`config.mk`:
```
export PLATFORM = sky130hd
export DESIGN_NAME = keccak_rc_generator
export DESIGN_NICKNAME = d
export VERILOG_FILES = /design/src/rtl/keccak_rc_generator.sv
export SDC_FILE = /design/constraint.sdc
export NUM_CORES = 1
export LEC_CHECK = 0
export ABC_AREA = 1
export BUFFER_PORTS_ARGS = -buffer_cell sky130_fd_sc_hd__buf_2
export CORE_MARGIN = 1
export CORE_UTILIZATION = 40
export DETAILED_ROUTE_END_ITERATION = 16
export PLACE_DENSITY = 0.72
export SYNTH_ARGS = -nofsm -noshare
export SYNTH_HDL_FRONTEND = slang
export SYNTH_SLANG_ARGS = --single-unit
```
`constraint.sdc`:
```
create_clock -name ClkxCI -period 1.7 [get_ports ClkxCI]
set_input_delay 0.17 -clock ClkxCI [delete_from_list [all_inputs] [get_ports ClkxCI]]
set_output_delay 0.17 -clock ClkxCI [all_outputs]
set_load 0.005 [all_outputs]
```
`src/rtl/keccak_rc_generator.sv`:
```
// Keccak iota round-constant generator from an 8-bit LFSR; KECCAK_RC_ROUND_SKIP_EN adds a reduced-round start.
// First group one cycle after StartxSI; holds while NextxSI is low and advances one group per accepted NextxSI.
module keccak_rc_generator #(
    parameter int W      = 64,
    parameter int UNROLL = 1
) (
    input  logic                ClkxCI,
    input  logic                RstxRBI,
    input  logic                StartxSI,
    input  logic                NextxSI,
`ifdef KECCAK_RC_ROUND_SKIP_EN
    input  logic [4:0]          NumRoundsxDI,
`endif
    output logic [UNROLL*W-1:0] RCxDO,
    output logic [4:0]          RoundxDO,
    output logic                ValidxSO,
    output logic                LastxSO,
    output logic                DonexSO
);
    localparam int         L      = $clog2(W);
    localparam int         ROUNDS = 12 + 2 * L;
    localparam logic [7:0] SEED   = 8'h01;

`ifdef KECCAK_RC_ROUND_SKIP_EN
    typedef enum logic [1:0] {IDLE, SEEK, RUN} state_t;
`else
    typedef enum logic {IDLE, RUN} state_t;
`endif

    state_t              state_q, state_d;
    logic [4:0]          round_q, round_d;
    logic [7:0]          lfsr_q, lfsr_d, lfsr_grp_nxt;
    logic                done_q, done_d;
    logic [UNROLL*W-1:0] rc_lanes;
    logic                last;

    function automatic logic [7:0] lfsr_step(input logic [7:0] r);
        logic [7:0] n;
        n    = {r[6:0], r[7]};
        n[4] = r[3] ^ r[7];
        n[5] = r[4] ^ r[7];
        n[6] = r[5] ^ r[7];
        return n;
    endfunction

    // lfsr_q sits at rc(7*RoundxDO); every lane consumes exactly seven LFSR steps
    always_comb begin
        logic [7:0] r;
        r        = lfsr_q;
        rc_lanes = '0;
        for (int k = 0; k < UNROLL; k++) begin
            for (int j = 0; j <= L; j++) begin
                rc_lanes[k*W + (2**j) - 1] = r[0];
                r = lfsr_step(r);
            end
            for (int j = L + 1; j < 7; j++) begin
                r = lfsr_step(r);
            end
        end
        lfsr_grp_nxt = r;
    end

`ifdef KECCAK_RC_ROUND_SKIP_EN
    logic [4:0] start_round;
    logic [4:0] seek_target_q;
    logic [7:0] lfsr_one_nxt;

    assign start_round = 5'(ROUNDS) - NumRoundsxDI;

    // SEEK walks one round per cycle regardless of UNROLL
    always_comb begin
        lfsr_one_nxt = lfsr_q;
        for (int j = 0; j < 7; j++) begin
            lfsr_one_nxt = lfsr_step(lfsr_one_nxt);
        end
    end

    always_ff @(posedge ClkxCI or negedge RstxRBI) begin
        if (!RstxRBI) begin
            seek_target_q <= '0;
        end else if (StartxSI) begin
            seek_target_q <= start_round;
        end
    end
`endif

    assign last = (state_q == RUN) && (({1'b0, round_q} + 6'(UNROLL)) == 6'(ROUNDS));

    always_comb begin
        state_d = state_q;
        round_d = round_q;
        lfsr_d  = lfsr_q;
        done_d  = 1'b0;
        if (StartxSI) begin
            round_d = '0;
            lfsr_d  = SEED;
`ifdef KECCAK_RC_ROUND_SKIP_EN
            state_d = (start_round == 5'd0) ? RUN : SEEK;
`else
            state_d = RUN;
`endif
        end else begin
            case (state_q)
                RUN: begin
                    if (NextxSI) begin
                        if (last) begin
                            state_d = IDLE;
                            round_d = '0;
                            lfsr_d  = SEED;
                            done_d  = 1'b1;
                        end else begin
                            round_d = round_q + 5'(UNROLL);
                            lfsr_d  = lfsr_grp_nxt;
                        end
                    end
                end
`ifdef KECCAK_RC_ROUND_SKIP_EN
                SEEK: begin
                    round_d = round_q + 5'd1;
                    lfsr_d  = lfsr_one_nxt;
                    if ((round_q + 5'd1) == seek_target_q) begin
                        state_d = RUN;
                    end
                end
`endif
                default: ;
            endcase
        end
    end

    always_ff @(posedge ClkxCI or negedge RstxRBI) begin
        if (!RstxRBI) begin
            state_q <= IDLE;
            round_q <= '0;
            lfsr_q  <= SEED;
            done_q  <= 1'b0;
        end else begin
            state_q <= state_d;
            round_q <= round_d;
            lfsr_q  <= lfsr_d;
            done_q  <= done_d;
        end
    end

    assign ValidxSO = (state_q == RUN);
    assign RCxDO    = ValidxSO ? rc_lanes : '0;
    assign RoundxDO = round_q;
    assign LastxSO  = last;
    assign DonexSO  = done_q;

endmodule
```
==> impl_metrics.tcl <==
set metrics [dict create \
    avgSynthCellArea_um2 7.24 \
    pwr_density_cell_nw_per_um2 1670 \
    min_to "ValidxSO$_DFF_PN0_" \
    hold_violations 0 \
    report.final.slew_viol_count 0 \
    drt_wl_total_um 2990 \
    status "finished clean" \
    netlist_area_um2 1500 \
    p_sw_mw 1.37 \
    dp.cells 273 \
    arrival_ps 1470 \
    synthCells 207 \
    drt-wirelength-per-cell_um 10.3 \
    r2r_slack_ps 60 \
    dpl_cell_area_um2 1450 \
    cts_inserted_buffers 3 \
    clk_pin_slew_ps 60 \
    dr.pass1.iters 4 \
    swShare_pct 47.9 \
    min_period_ps 1640 \
    fin_cells 291 \
    synth_top_cell_area_share_pct 29.0 \
    cts_max_level 1 \
    whs_path_depth 3 \
    nFillCells 349 \
    placementRows 21 \
    route.antenna.remaining_nets 0 \
    worstHoldStart "StartxSI" \
    viasPerCell 4.22 \
    startpoint_type "flip-flop" \
    rsz0062_at_grt "true" \
    critical_path_class "reg2out" \
    cts_tree "done" \
    final_nets 252 \
    route.detailed.drc 0 \
    regArea_um2 379 \
    combPwrFrac_pct 71.5 \
    power.internal_mw 1.49 \
    hp-class "in2reg" \
    power_frac_seq_pct 18.4 \
    cts.sinks 15 \
    cap_violations 0 \
    grt_pass1_vias 938 \
    r2r-start "RoundxDO[0]$_DFFE_PN0P_" \
    finalClockSkew_ps 5.25 \
    die_x_um 63.2 \
    clkLatencyLatePin_ps 240 \
    grt_pass1_wl_um 4420 \
    grt_max_degree 16 \
    place_congestion 0.924 \
    antenna_cells 0 \
    dpl_worst_slack_ps 75.7 \
    synth_seq_area_share_pct 25.1 \
    clock_path_buffers 2 \
    antenna_found_initial 0 \
    portBuffers 18 \
    dieArea_um2 4000 \
    static-leakage-power_nw 0.977 \
    worstPathRequired_ps 1530 \
    ff2ff_path_depth 10 \
    finalPower_mw 2.87 \
    postLayoutSetupSlackWorst_ps 59.9 \
    track_usage_pct 13.9 \
    synth_cell_type_count 24 \
    grt.overflow.total 0 \
    yosys-top-cells-area "buf_4 29%, dfrtp_1 23%, nand2_1 13%, nand3_1 4.3%, inv_1 4.0%" \
    dr.first_iter.drc_count 50 \
    ys_async_sr_fraction_pct 100 \
    hpwl_um 2070 \
    synth_area_leader_cell "buf_4" \
    ioPinCount 76 \
    fin_util_pct 49.6 \
    start_util_pct 43.2 \
    fin_area_um2 1720 \
    ir_worst_vdd_v 0.000570 \
    setup_viol 0 \
    period_share_pct 96.5 \
    vias 1228 \
    yosysWarnings 0 \
    cts_root_buf "clkbuf_8" \
    multi_input_area_um2 915 \
    die_y_um 63.2 \
    drive_above_1_share_pct 31.4 \
    path_max_fanout 4 \
    ys_ff_latch 15 \
    max_freq_mhz 610 \
    syn2layout_area_growth_pct 14.7 \
    p_clk_share_pct 10.0 \
    endpoint_kind "primary output" \
    coreArea_um2 3470 \
    synthFlopType "dfrtp_1" \
    r2r_end "RoundxDO[4]$_DFFE_PN0P_" \
    synth_edf_count 0 \
]
[timing repair]
action,CTS,global route
hold buffers,1,0
cloned,0,0
resized for setup,3,23
pin swaps,2,9
setup endpoints to repair,2,13
endpoints found under the hold margin,14,0
setup buffers,5,8
[registers in the layout, summed over array words and instances (netlist names)]
name and count:
DonexSO 1, RoundxDO 5, ValidxSO 1, lfsr_q 8
[worst max-delay path: stages (launching register included)]
cell and delay [ps]:
dfrtp_1 420, buf_6 150, nand2_1 50, nand2_1 80, nand2_1 90, nand2_2 80, xor2_2 150, nor2_1 90
buf_2 120
[layout by cell type (no fill, tap or decap), drive strengths merged]
master       instances
nand3               15
xor2                 5
xnor2                1
conb                57
dfstp                1
dlygate4sd3          1
buf                 35
dfrtp               14
nor2                10
clkbuf               4
ha                   2
nand2               67
inv                 20
nand3b               1
o21ai                4
a21oi                2
o22ai                6
[worst max path at each step]
stage	startpoint	to	slack, ps	cells after the start
5_1_grt	RoundxDO[0]$_DFFE_PN0P_	RoundxDO[3]$_DFFE_PN0P_	-50	10
6_report	lfsr_q[6]$_DFFE_PN0P_	RCxDO[63]	60	8
4_1_cts	RoundxDO[0]$_DFFE_PN0P_	RoundxDO[3]$_DFFE_PN0P_	10	9
2_1_floorplan	RoundxDO[0]$_DFFE_PN0P_	RoundxDO[3]$_DFFE_PN0P_	180	8
3_5_place_dp	RoundxDO[1]$_DFFE_PN0P_	lfsr_q[1]$_DFFE_PN0P_	80	8
3_3_place_gp	RoundxDO[1]$_DFFE_PN0P_	lfsr_q[1]$_DFFE_PN0P_	70	8
[layer usage]
metal / GRT usage, % / vias up / wire length, um
met5: 0 / - / 0
met4: 4.55 / 0 / 31
met3: 3.08 / 4 / 161
met2: 22.7 / 54 / 1620
met1: 18.1 / 574 / 1180
li1: - / 596 / -
[Yosys cell counts, types with 2 or more instances]
master,instances
o22ai_1,6
nand2_2,9
inv_2,4
o21ai_0,2
xor2_1,5
nand2_1,53
nand3_1,13
inv_1,16
nand2_4,5
ha_1,2
dfrtp_1,14
nor2_1,8
a21oi_1,2
buf_4,58
[cell families (layout without fill, tap and decap cells)]
group                    count (synthesis)  in the layout  share of synthesized area, %
buffers and inverters                   78             60                          34.1
adder cells (fa/ha/maj)                  2              2                          1.67
AND/OR/NAND/NOR                         93             93                          30.6
other                                    1             57                         0.250
AO/OA/AOI/OAI                           12             12                          4.76
XOR/XNOR                                 6              6                          3.51
flip-flops                              15             15                          25.1
[final cells by class]
type / instances / area share (%)
Sequential cell: 15 / 22.1
Multi-Input combinational cell: 170 / 53.2
Timing Repair Buffer: 36 / 14.1
Tap cell: 46 / 3.35
Inverter: 20 / 4.66
Clock buffer: 4 / 2.62
[metrics by stage]
stage	hold WS, ps	TNS, ps
2_1_floorplan	-126	0
3_3_place_gp	92.7	0
3_5_place_dp	100	0
4_1_cts	171	0
5_1_grt	188	-203
6_report	171	0
[power by group through the flow]
stage	Clock [mW]	Combinational, mW	Sequential (mW)
floorplan	0	1.33	0.500
global placement	0	1.59	0.523
detailed placement	0	1.60	0.528
CTS	0.299	1.71	0.524
global route	0.322	2.26	0.538
finish	0.288	2.05	0.529
No activity file was read; power rests on OpenSTA's default activity.
